**config.mk**
```make
export PLATFORM = sky130hd
export DESIGN_NAME = sram_port_ctrl
export DESIGN_NICKNAME = d
export VERILOG_FILES = /design/src/rtl/sram_port_ctrl.sv
export SDC_FILE = /design/constraint.sdc
export NUM_CORES = 1
export LEC_CHECK = 0
export CORE_UTILIZATION = 47
export DETAILED_ROUTE_END_ITERATION = 8
export HOLD_SLACK_MARGIN = 0.15
export PLACE_DENSITY = 0.84
export REMOVE_ABC_BUFFERS = 1
export SLEW_MARGIN = 10
export SYNTH_ARGS = -nofsm -noshare
export SYNTH_HDL_FRONTEND = slang
export SYNTH_SLANG_ARGS = --single-unit
```
**constraint.sdc**
```tcl
create_clock -name clk0 -period 4.37 [get_ports clk0]
set_clock_uncertainty 0.1 [all_clocks]
set_input_delay 0.874 -clock clk0 [delete_from_list [all_inputs] [get_ports clk0]]
set_output_delay 0.874 -clock clk0 [all_outputs]
set_load 0.05 [all_outputs]
```
**src/rtl/sram_port_ctrl.sv**
```systemverilog
// sram_port_ctrl
//    Request/response front end for one port of the single-port RW SRAM macro.
//    A client issues valid/ready read and write requests. Each accepted request
//    drives the macro pins in the same cycle. Read data from the macro is
//    captured one cycle later into a small first-word-fall-through response FIFO.
//
// Ports
//    clk0       clock, shared with the macro
//    rst0_n     asynchronous active-low reset
//    req_valid  request valid
//    req_ready  request accepted when req_valid && req_ready at posedge clk0
//    req_we     1 = write, 0 = read
//    req_addr   word address
//    req_wdata  write data
//    rsp_valid  read response valid
//    rsp_ready  client accepts response
//    rsp_rdata  read data (head of response FIFO)
//    csb0       macro chip select, active low
//    web0       macro write enable, active low
//    addr0      macro address
//    din0       macro write data
//    dout0      macro read data
module sram_port_ctrl #(
   parameter int DATA_WIDTH = 8,
   parameter int ADDR_WIDTH = 7,
   parameter int RSP_DEPTH  = 3
) (
   input  logic                  clk0,
   input  logic                  rst0_n,
   input  logic                  req_valid,
   output logic                  req_ready,
   input  logic                  req_we,
   input  logic [ADDR_WIDTH-1:0] req_addr,
   input  logic [DATA_WIDTH-1:0] req_wdata,
   output logic                  rsp_valid,
   input  logic                  rsp_ready,
   output logic [DATA_WIDTH-1:0] rsp_rdata,
   output logic                  csb0,
   output logic                  web0,
   output logic [ADDR_WIDTH-1:0] addr0,
   output logic [DATA_WIDTH-1:0] din0,
   input  logic [DATA_WIDTH-1:0] dout0
);

   localparam int PW = (RSP_DEPTH > 1) ? $clog2(RSP_DEPTH) : 1;
   localparam int CW = $clog2(RSP_DEPTH + 1);
   localparam logic [PW-1:0] PTR_LAST = PW'(RSP_DEPTH - 1);
   localparam logic [CW:0]   DEPTH_C  = (CW+1)'(RSP_DEPTH);
   localparam logic [CW-1:0] FULL_C   = CW'(RSP_DEPTH);

   logic [DATA_WIDTH-1:0] fifo_mem [RSP_DEPTH];
   logic [PW-1:0]         wr_ptr;
   logic [PW-1:0]         rd_ptr;
   logic [CW-1:0]         count;
   logic                  rd_inflight;
   logic                  fire;
   logic                  push;
   logic                  pop;
   logic [CW:0]           credit_used;

   function automatic logic [PW-1:0] next_ptr(input logic [PW-1:0] p);
      return (p == PTR_LAST) ? '0 : p + 1'b1;
   endfunction

   // A read in flight already owns a FIFO slot, so it counts against the
   // credit. This keeps req_ready purely a function of registered state.
   assign credit_used = {1'b0, count} + {{CW{1'b0}}, rd_inflight};
   assign req_ready   = rst0_n && (credit_used < DEPTH_C);
   assign fire        = req_valid && req_ready;

   // req_ready is low in reset, so csb0 is held high while rst0_n is low.
   assign csb0  = !fire;
   assign web0  = !req_we;
   assign addr0 = req_addr;
   assign din0  = req_wdata;

   // dout0 is only meaningful on the edge after a read fire.
   assign push      = rd_inflight;
   assign rsp_valid = (count != '0);
   assign pop       = rsp_valid && rsp_ready;
   assign rsp_rdata = fifo_mem[rd_ptr];

   always_ff @(posedge clk0 or negedge rst0_n) begin
      if (!rst0_n) begin
         rd_inflight <= 1'b0;
         wr_ptr      <= '0;
         rd_ptr      <= '0;
         count       <= '0;
         for (int i = 0; i < RSP_DEPTH; i++) begin
            fifo_mem[i] <= '0;
         end
      end else begin
         rd_inflight <= fire && !req_we;
         if (push) begin
            fifo_mem[wr_ptr] <= dout0;
            wr_ptr           <= next_ptr(wr_ptr);
         end
         if (pop) begin
            rd_ptr <= next_ptr(rd_ptr);
         end
         case ({push, pop})
            2'b10:   count <= count + 1'b1;
            2'b01:   count <= count - 1'b1;
            default: count <= count;
         endcase
      end
   end

   a_no_overflow: assert property (@(posedge clk0) disable iff (!rst0_n)
      !(push && count == FULL_C));

endmodule

```
== Word-level counts from Yosys, hierarchy flattened ==
Cells that the tools add are included.

* Divide/modulo/power cells: 0
* Shift operators: 0
* Order comparisons: 4
* $mul: 0
* Muxes and demuxes: 9
* Bitwise logic cells: 2
* Equality and inequality tests: 4
* Reductions and logical operators: 9
* $add $sub $neg: 5

{| class="wikitable"
|+ Operators by type and width
! operator !! count
|-
| $bwmux 24 || 1
|-
| $mux 8 || 3
|-
| $bmux 8 s2 || 1
|-
| $demux 8 s2 || 1
|-
| $add 2x1->2 const B || 3
|-
| $eq 2x2->1 const B || 3
|-
| $ge 3x3->1 const B || 2
|-
| $not 2->3 || 2
|-
| $logic_and 1x1->1 || 5
|-
| $mux 2 || 2
|-
| $pmux 2 s2 || 1
|-
| $reduce_bool 2->1 || 2
|-
| $add 2x1->3 || 1
|-
| $lt 3x1->1 const B || 1
|-
| $lt 3x2->1 const B || 1
|-
| $eq 2x1->1 const B || 1
|-
| $logic_not 1->1 || 2
|-
| $sub 2x1->2 const B || 1
|}

* Bits in latches: 0
* RAM bits: 0
* Output and inout bits: 27
* Bits in read-only memories: 0
* Flip-flop bits (word level): 31
* Memories: 0

== Depth between registers and ports, before layout ==
Gate-level depths: netlist (run 1).

* Depth in word-level cells: 6
* Depth in mapped cells: 6

== Least setup slack after synthesis (run 1) ==
No wires, ideal clock.

* Kind: reg-to-output
* From: register rd_ptr[0]
* To: output rsp_rdata[0]
* Arrival time: 1786 ps
* Required time: 3396 ps
* Cell stages (with the launch flop): 4
* Setup slack: 1610 ps
* Cells stage by stage: dfrtp_1 buf_2 mux2i_1 o21ai_0

* Word-level cells in the longest chain between the ends: 4

{| class="wikitable"
|+ RTL lines
! element !! line !! source
|-
| start, declared || 53 || <nowiki>logic [PW-1:0] rd_ptr;</nowiki>
|-
| start signal, assigned || 99 || <nowiki>rd_ptr <= next_ptr(rd_ptr);</nowiki>
|-
| $not 2->3 (not written as such) || 81 || <nowiki>assign rsp_rdata = fifo_mem[rd_ptr];</nowiki>
|-
| $bmux 8 s2 || 81 ||
|-
| $mux 8 (not written as such) (2 in a row) || 81 ||
|-
| end, declared || 37 || <nowiki>output logic [DATA_WIDTH-1:0] rsp_rdata,</nowiki>
|}

Every way passes these cells. The select of a mux whose other input is x is not followed.

== Worst setup path in the final report (run 1) ==
* From: register rd_ptr[0]
* To: output rsp_rdata[2]

The elaborated chain is that of the path after synthesis.

==> flow_metrics.py, run 1 <==
metrics = {
    "outcome": {
        "run_status": "complete, no violations",
    },
    "power_and_ir_drop": {
        "ir_worst_vdd_uv": 320.8,
        "power.density_nw_per_um2": 823.3,
        "p_leak_nw": 0.7671,
    },
    "clocking": {
        "htreeDepth": 2,
        "post-cts-setup-buffer-count": 0,
        "clkTransAtPathRegs_ps": 90,
        "cts_hold_buf": 0,
        "numCtsBuffers": 5,
        "tritoncts": "done",
        "clockRootBuffer": "clkbuf_4",
        "cts_resized": 0,
        "cts.sinks": 31,
        "clock_path_buffers": 2,
        "clk_latency_ps": 320,
    },
    "timing": {
        "hold_viol_final": 0,
        "period_share": 0.8036,
        "finalCriticalPeriod_ps": 3512,
        "finalSetupViolCount": 0,
        "rsz0062_at_grt": "no",
        "slew_viol_final": 0,
        "fmax_mhz": 284.7,
        "relSlewSlack": 0.4954,
        "setup_tns_ps": 0,
        "worst_slew_pin_slew_ps": 752.7,
    },
    "synth": {
        "ys_ff_latch": 31,
        "synth_top_cell_by_area": "dfrtp_1",
        "yosys_warnings": 0,
        "synth_edf_count": 0,
        "synth-seq-area-share": 0.5128,
        "synth-main-ff-cell": "dfrtp_1",
        "synth.cell_area_sq_um": 1513,
        "synth_most_common_cell": "dfrtp_1",
        "synthTopCellsByCount": "dfrtp_1 (31), mux2_2 (24), buf_4 (15), o21ai_0 (11), nand2_1 (10)",
        "netlist_instances": 126,
        "async_flop_share": 1.000,
        "ys_types": 25,
        "synth_area_leaders": "dfrtp_1 (51%), mux2_2 (18%), buf_4 (7.4%), mux2i_1 (5.3%), o21ai_0 (3.6%)",
        "syn_area_per_cell_sq_um": 12.01,
        "yosysTopAreaCellShare": 0.5128,
    },
    "routing": {
        "drc": 0,
        "drtIter0Drc": 25,
        "via_count": 958,
        "wirelength_mm": 2.906,
        "avgViaCountPerCell": 5.207,
        "first_pass_iters": 4,
        "wire_per_inst_microns": 15.79,
        "antenna_left": 0,
    },
    "global_routing": {
        "grt_util_met2": 0.2825,
        "antenna_found_initial": 0,
        "met1_usage": 0.2209,
        "grtUsageTotal": 0.1901,
        "gr-total-overflow": 0,
        "grt_pass1_vias": 984,
        "grt_max_degree": 32,
        "gr-usage-met3": 0.1055,
        "grt_busiest_layer": "met2",
        "grt_pass1_wl_mm": 4.616,
    },
    "setup_path": {
        "critPathMaxFanout": 12,
        "startpoint_type": "flop",
        "rr_worst_depth": 6,
        "worstSetupPathType": "reg -> out",
        "critPathCaptureType": "output pin",
        "required_ps": 3400,
        "arrival_ps": 2540,
    },
    "placement": {
        "numPortBuffers": 24,
        "gp_congestion": 0.7246,
        "hpwl_mm": 2.128,
        "placed_area_sq_um": 1693,
    },
    "final_layout": {
        "final_area_sq_um": 1762,
        "num_antenna_cells": 0,
        "final_core_util": 0.5770,
        "fin_nets": 170,
        "syn_to_final_growth_pct": 16.46,
        "drive_gt1_frac": 0.2643,
    },
    "worst_hold_path": {
        "hold_class": "reg -> reg",
        "min_path_cells": 1,
    },
    "die": {
        "dieArea_sq_um": 3449,
        "rows": 20,
        "die_height_microns": 58.73,
        "num_io_pins": 55,
        "design.core.area_sq_um": 3053,
        "die_w_microns": 58.73,
        "start_util": 0.4955,
    },
    "job": {
        "drv_cap": 0,
    },
}
[critical path: stages (launching register included)]
cell             delay [ps]
dfrtp_1                 590
nor2b_1                 540
nand2_1                 110
o21ai_0                 120
clkdlybuf4s50_1         860
[placed cells by master (no fill, tap or decap), drive strengths merged]
cell,count
xnor2,2
or2,1
mux2i,8
xor2,1
o21ai,11
dfrtp,31
nor2,2
ha,3
clkdlybuf4s50,22
inv,4
nand4b,1
nand3,1
nand2,10
or3,1
nand2b,1
clkbuf,8
a21o,2
and3b,1
buf,3
nor3,2
nor2b,1
mux2,24
[per-layer routing]
layer / routed length (microns) / vias up
li1: - / 445
met3: 218 / 2
met5: 0 / -
met4: 34 / 0
met1: 1275 / 474
met2: 1378 / 37
[stage by stage]
step                      hold WS (ps)  power [mW]  cells  worst slack, ps
final                            414.1       1.450    184            858.1
after CTS                        413.6       1.461    184            832.6
after global routing             421.6       1.530    184            691.7
after floorplan                  376.3       1.033    107             1584
after detailed placement         393.4       1.275    176             1223
after global placement           386.5       1.244    176             1261
[flip-flops by register name (all words and copies together), names as in the netlist]
signal	count
fifo_mem	24
count	2
rd_ptr	2
wr_ptr	2
push	1
[path summary, 6_finish.rpt]
kind,endpoint,slack [ps],from
setup reg to reg,count[1],2620,count[0]
setup / recovery,rsp_rdata[2],860,rd_ptr[0]
min in group asynchronous,count[1],950,rst0_n
hold / removal,fifo_mem[16],410,fifo_mem[16]
max in group asynchronous,fifo_mem[10],2940,rst0_n
hold reg to reg,fifo_mem[16],410,fifo_mem[16]
[layout make-up]
class	instances	area (sq um)
clock buffers	8	68.82
repair buffers	25	255.2
fillers	268	1291
flip-flops and latches	31	775.7
multi-input cells	72	591.8
inverters	4	15.01
well taps	44	55.05
[where the power goes]
group	internal (mW)	total, mW	switching, mW	leakage, nW
Clock	0.0946	0.186	0.0912	0.0386
Combinational	0.313	0.728	0.414	0.358
Sequential	0.427	0.537	0.110	0.371
Total	0.835	1.45	0.616	0.767
[cells by family (layout without fill, tap and decap cells)]
group	Yosys count	in the layout	share of synthesized area
AOI/OAI and AO/OA	13	13	0.04631
xor gates and xnor gates	3	3	0.01737
adders and majority gates	3	3	0.02482
buffers and inverters	23	37	0.09594
DFF	31	31	0.5128
muxes	32	32	0.2316
and+or+nand+nor	21	21	0.07114
Note: power is estimated with default switching activity, not from simulation.
==> inputs of run 2 (changes only) <==
--- a/config.mk
+++ b/config.mk
@@ -5,10 +5,10 @@
 export SDC_FILE = /design/constraint.sdc
 export NUM_CORES = 1
 export LEC_CHECK = 0
-export CORE_UTILIZATION = 47
+export CORE_UTILIZATION = 40
 export DETAILED_ROUTE_END_ITERATION = 8
 export HOLD_SLACK_MARGIN = 0.15
-export PLACE_DENSITY = 0.84
+export PLACE_DENSITY = 0.76
 export REMOVE_ABC_BUFFERS = 1
 export SLEW_MARGIN = 10
 export SYNTH_ARGS = -nofsm -noshare
==> constraint.sdc (replaced) <==
create_clock -name clk0 -period 3.1 [get_ports clk0]
set_clock_uncertainty 0.1 [all_clocks]
set_input_delay 0.62 -clock clk0 [delete_from_list [all_inputs] [get_ports clk0]]
set_output_delay 0.62 -clock clk0 [all_outputs]
set_load 0.05 [all_outputs]
==> run 2 against run 1 <==
  * Final cell count grew 1.6%
  * Critical path depth is the same
  * Sequential share of layout area shrank 1.2 points
  * First-iteration DRC count shrank 12%
==> flow_metrics.py, run 2 (synthesis results as in run 1) <==
metrics = {
    "routing": {
        "antenna_left": 0,
        "first_pass_iters": 3,
        "via_count": 948,
        "wirelength_mm": 2.828,
        "drc": 0,
        "avgViaCountPerCell": 5.070,
        "wire_per_inst_microns": 15.12,
        "drtIter0Drc": 22,
    },
    "setup_path": {
        "critPathCaptureType": "output pin",
        "r2r_start": "wr_ptr[0]",
        "crit_buf_inv": 1,
        "r2r_end": "fifo_mem[20]",
        "cp_cell_sequence": "nor2b_2, nand2_1, o21ai_0, clkdlybuf4s50_1",
        "critPathMaxFanout": 12,
        "startpoint_type": "flop",
        "reg2reg_setup_slack_ps": 1330,
        "max_stage_delay_ps": 850,
        "cp_top_family": "buffers and inverters",
        "arrival_ps": 2250,
        "worstSetupPathType": "reg -> out",
        "required_ps": 2380,
        "crit_slowest_cell": "clkdlybuf4s50_1",
        "rr_worst_depth": 2,
    },
    "timing": {
        "worst_slew_pin_slew_ps": 850.2,
        "slew_viol_final": 0,
        "period_share": 0.9589,
        "fmax_mhz": 336.4,
        "hold_viol_final": 0,
        "setup_tns_ps": 0,
        "finalSetupViolCount": 0,
        "finalCriticalPeriod_ps": 2973,
        "rsz0062_at_grt": "no",
        "relSlewSlack": 0.4301,
    },
    "clocking": {
        "cts_resized": 1,
        "post-cts-setup-buffer-count": 0,
        "clock_path_buffers": 2,
        "clk_latency_ps": 280,
        "cts.sinks": 31,
        "clkTransAtPathRegs_ps": 60,
        "clockRootBuffer": "clkbuf_8",
        "cts_hold_buf": 0,
        "htreeDepth": 2,
        "tritoncts": "done",
        "numCtsBuffers": 5,
    },
    "die": {
        "die_height_microns": 63.50,
        "die_w_microns": 63.50,
        "design.core.area_sq_um": 3468,
        "dieArea_sq_um": 4032,
        "start_util": 0.4361,
        "num_io_pins": 55,
        "rows": 21,
    },
    "final_layout": {
        "fin_nets": 171,
        "layout_commonest_cell": "dfrtp_1",
        "final_cell_mix": "dfrtp_1 (31), mux2_2 (24), clkdlybuf4s50_1 (19)",
        "final_core_util": 0.5220,
        "syn_to_final_growth_pct": 19.69,
        "num_antenna_cells": 0,
        "drive_gt1_frac": 0.2979,
        "largest_reg_flops": 24,
        "regMostFlops": "fifo_mem",
    },
    "placement": {
        "gp_congestion": 0.7523,
        "numPortBuffers": 24,
        "hpwl_mm": 1.960,
    },
    "global_routing": {
        "antenna_found_initial": 0,
        "gr-total-overflow": 0,
        "grt_max_degree": 32,
        "grtUsageTotal": 0.1627,
        "grt_pass1_vias": 980,
        "grt_pass1_wl_mm": 4.623,
    },
    "power_and_ir_drop": {
        "ir_worst_vdd_uv": 379.2,
        "p_leak_nw": 0.7949,
        "power.density_nw_per_um2": 1175,
    },
    "worst_hold_path": {
        "hold_class": "reg -> reg",
        "hp-start": "fifo_mem[7]",
        "min_to": "fifo_mem[7]",
        "min_path_cells": 1,
    },
    "job": {
        "drv_cap": 0,
    },
    "outcome": {
        "run_status": "complete, no violations",
    },
}
-- run 2: final cells by class --
class	instances	area (sq um)
fill	319	1658
clock buffer	8	100.1
tap	46	57.56
timing repair buffer	26	267.8
inverter	4	15.01
sequential	31	775.7
multi-input combinational	72	594.3
-- run 2: where the power goes --
group	leakage (nW)	total, mW	internal, mW	switching [mW]
Sequential	0.371	0.726	0.603	0.122
Combinational	0.373	1.06	0.444	0.614
Clock	0.0515	0.343	0.202	0.141
Total	0.795	2.13	1.25	0.877
-- run 2: per-stage QoR --
stage	instance area, sq um	setup slack, ps	std cells	hold slack (ps)	power, mW
finish	1810	127.3	187	404.3	2.127
global route	1810	21.08	187	420.4	2.253
CTS	1810	95.56	187	408.6	2.148
detailed placement	1708	253.9	179	392.9	1.798
global placement	1708	407.9	179	387.3	1.768
floorplan	1383	568.4	107	224.4	1.455
-- run 2: worst max-delay path by stage --
| stage | from | end | slack (ps) | cells after the start |
|---|---|---|---|---|
| floorplan | rd_ptr[0] | rsp_rdata[0] | 570 | 2 |
| CTS | rd_ptr[1] | rsp_rdata[0] | 100 | 4 |
| global route | rd_ptr[1] | rsp_rdata[4] | 20 | 4 |
| finish | rd_ptr[1] | rsp_rdata[0] | 130 | 4 |
| detailed placement | rd_ptr[1] | rsp_rdata[0] | 250 | 4 |
| global placement | rd_ptr[1] | rsp_rdata[0] | 410 | 4 |
-- run 2: layer usage --
layer | track usage | wire, microns | vias up
met4 | 0.09375 | 75 | 0
met2 | 0.2487 | 1312 | 49
met3 | 0.1033 | 289 | 5
met5 | 0 | 0 | -
met1 | 0.1676 | 1151 | 449
li1 | - | - | 445
==> inputs of run 3 (changes only) <==
--- a/config.mk
+++ b/config.mk
@@ -5,10 +5,13 @@
 export SDC_FILE = /design/constraint.sdc
 export NUM_CORES = 1
 export LEC_CHECK = 0
-export CORE_UTILIZATION = 40
+export CELL_PAD_IN_SITES_DETAIL_PLACEMENT = 0
+export CELL_PAD_IN_SITES_GLOBAL_PLACEMENT = 1
+export CORE_UTILIZATION = 30
+export CTS_CLUSTER_SIZE = 28
 export DETAILED_ROUTE_END_ITERATION = 8
 export HOLD_SLACK_MARGIN = 0.15
-export PLACE_DENSITY = 0.76
+export PLACE_DENSITY_LB_ADDON = 0.1
 export REMOVE_ABC_BUFFERS = 1
 export SLEW_MARGIN = 10
 export SYNTH_ARGS = -nofsm -noshare
==> run 3 against run 2 <==
  * Global-route usage shrank 2.0 points
  * Non-clock buffer count grew 1
  * Hold slack is essentially flat
  * Die area grew 32%
  * First-iteration DRC count shrank 23%
  * Via count grew 2.8%
  * Register-to-register slack lost 30 ps
  * Power shrank 0.45%
  * Flip-flop and latch count is the same
  * Maximum frequency grew 13%
  * Setup slack gained 350 ps
  * Clock-buffer cell count is the same
  * Critical path type is now in -> out
  * Critical endpoint is now web0
==> flow_metrics.py, run 3 (synthesis results as in run 1) <==
metrics = {
    "clocking": {
        "cts_hold_buf": 0,
        "tritoncts": "done",
        "post-cts-setup-buffer-count": 0,
        "clockRootBuffer": "clkbuf_8",
        "clkTransAtPathRegs_ps": 60,
        "cts.sinks": 31,
        "clk_latency_ps": 280,
        "numCtsBuffers": 5,
        "clock_path_buffers": 2,
        "htreeDepth": 2,
        "cts_resized": 0,
    },
    "setup_path": {
        "startpoint_type": "input port",
        "crit_start": "req_we",
        "worstSetupPathType": "in -> out",
        "r2r_start": "wr_ptr[0]",
        "arrival_ps": 1900,
        "critPathCaptureType": "output pin",
        "required_ps": 2380,
        "reg2reg_setup_slack_ps": 1300,
        "critPathMaxFanout": 2,
    },
    "global_routing": {
        "grt_pass1_vias": 1053,
        "gr-total-overflow": 0,
        "grtUsageTotal": 0.1430,
        "antenna_found_initial": 0,
        "grt_max_degree": 32,
        "grt_pass1_wl_mm": 5.368,
    },
    "timing": {
        "period_share": 0.8452,
        "hold_viol_final": 0,
        "fmax_mhz": 381.7,
        "rsz0062_at_grt": "no",
        "slew_viol_final": 0,
        "worst_slew_pin_slew_ps": 914.3,
        "finalSetupViolCount": 0,
        "timing.final.ws_setup_ps": 480.0,
        "setup_tns_ps": 0,
        "finalCriticalPeriod_ps": 2620,
        "relSlewSlack": 0.3871,
    },
    "final_layout": {
        "fin_nets": 172,
        "layout_commonest_cell": "dfrtp_1",
        "drive_gt1_frac": 0.3310,
        "syn_to_final_growth_pct": 20.93,
        "regMostFlops": "fifo_mem",
        "final_core_util": 0.3822,
        "final_cell_mix": "dfrtp_1 (31), mux2_2 (24), clkdlybuf4s50_1 (14)",
        "largest_reg_flops": 24,
        "num_antenna_cells": 0,
        "instances_no_fill": 209,
    },
    "power_and_ir_drop": {
        "p_leak_nw": 0.8057,
        "power.density_nw_per_um2": 1157,
        "ir_worst_vdd_uv": 415.4,
    },
    "routing": {
        "avgViaCountPerCell": 4.665,
        "first_pass_iters": 3,
        "via_count": 975,
        "wire_per_inst_microns": 15.52,
        "antenna_left": 0,
        "drc": 0,
        "drtIter0Drc": 17,
        "wirelength_mm": 3.244,
    },
    "placement": {
        "dp.cells": 201,
        "dp_slack_ps": 471.2,
        "hpwl_mm": 2.220,
        "gp_congestion": 0.6340,
        "numPortBuffers": 24,
    },
    "worst_hold_path": {
        "hp-start": "fifo_mem[20]",
        "hold_class": "reg -> reg",
    },
    "die": {
        "design.core.area_sq_um": 4786,
        "dieArea_sq_um": 5330,
        "die_height_microns": 73.01,
        "rows": 25,
        "start_util": 0.3161,
        "num_io_pins": 55,
        "die_w_microns": 73.01,
    },
    "outcome": {
        "run_status": "complete, no violations",
    },
    "job": {
        "drv_cap": 0,
    },
}
-- run 3: cell count changes in the layout (fill, tap and decap cells not counted), sizes merged --
cell	before	now
buf	7	13
clkdlybuf4s50	19	14
-- run 3: power breakdown --
group          switching [mW]  leakage, nW  total (mW)  internal (mW)
clock                   0.141       0.0515       0.344          0.202
combinational           0.617        0.383        1.05          0.429
sequential              0.124        0.371       0.727          0.603
-- run 3: worst paths after layout --
kind,to,cells past startpoint
max,web0,3
min,fifo_mem[20],1
max reg2reg,fifo_mem[17],2
min reg2reg,fifo_mem[20],1
max in group asynchronous,fifo_mem[16],2
min in group asynchronous,fifo_mem[12],2
-- run 3: layer usage --
metal | vias to the layer above | GRT usage | wire length [microns] | share of wire
met4 | 0 | 0.06536 | 59 | 0.018
li1 | 442 | - | - | -
met2 | 44 | 0.2088 | 1477 | 0.46
met3 | 7 | 0.07459 | 291 | 0.090
met1 | 482 | 0.1738 | 1416 | 0.44
met5 | - | 0 | 0 | 0
-- run 3: layout make-up --
class / count / area, sq um
multi-input cells: 72 / 591.8
inverters: 4 / 15.01
well taps: 67 / 83.83
fillers: 483 / 2957
clock buffers: 8 / 100.1
repair buffers: 27 / 262.8
flip-flops and latches: 31 / 775.7
-- run 3: critical path, stage by stage --
cell and delay (ps):
clkdlybuf4s50_1 430, inv_1 60, clkdlybuf4s50_1 790
-- run 3: per-stage QoR --
| step | area (sq um) | hold WS (ps) | power [mW] |
|---|---|---|---|
| after floorplan | 1383 | 224.4 | 1.455 |
| after global placement | 1729 | 386.8 | 1.766 |
| after detailed placement | 1729 | 392.3 | 1.797 |
| after CTS | 1829 | 408.6 | 2.149 |
| after global routing | 1829 | 425.0 | 2.270 |
| final | 1829 | 404.4 | 2.117 |
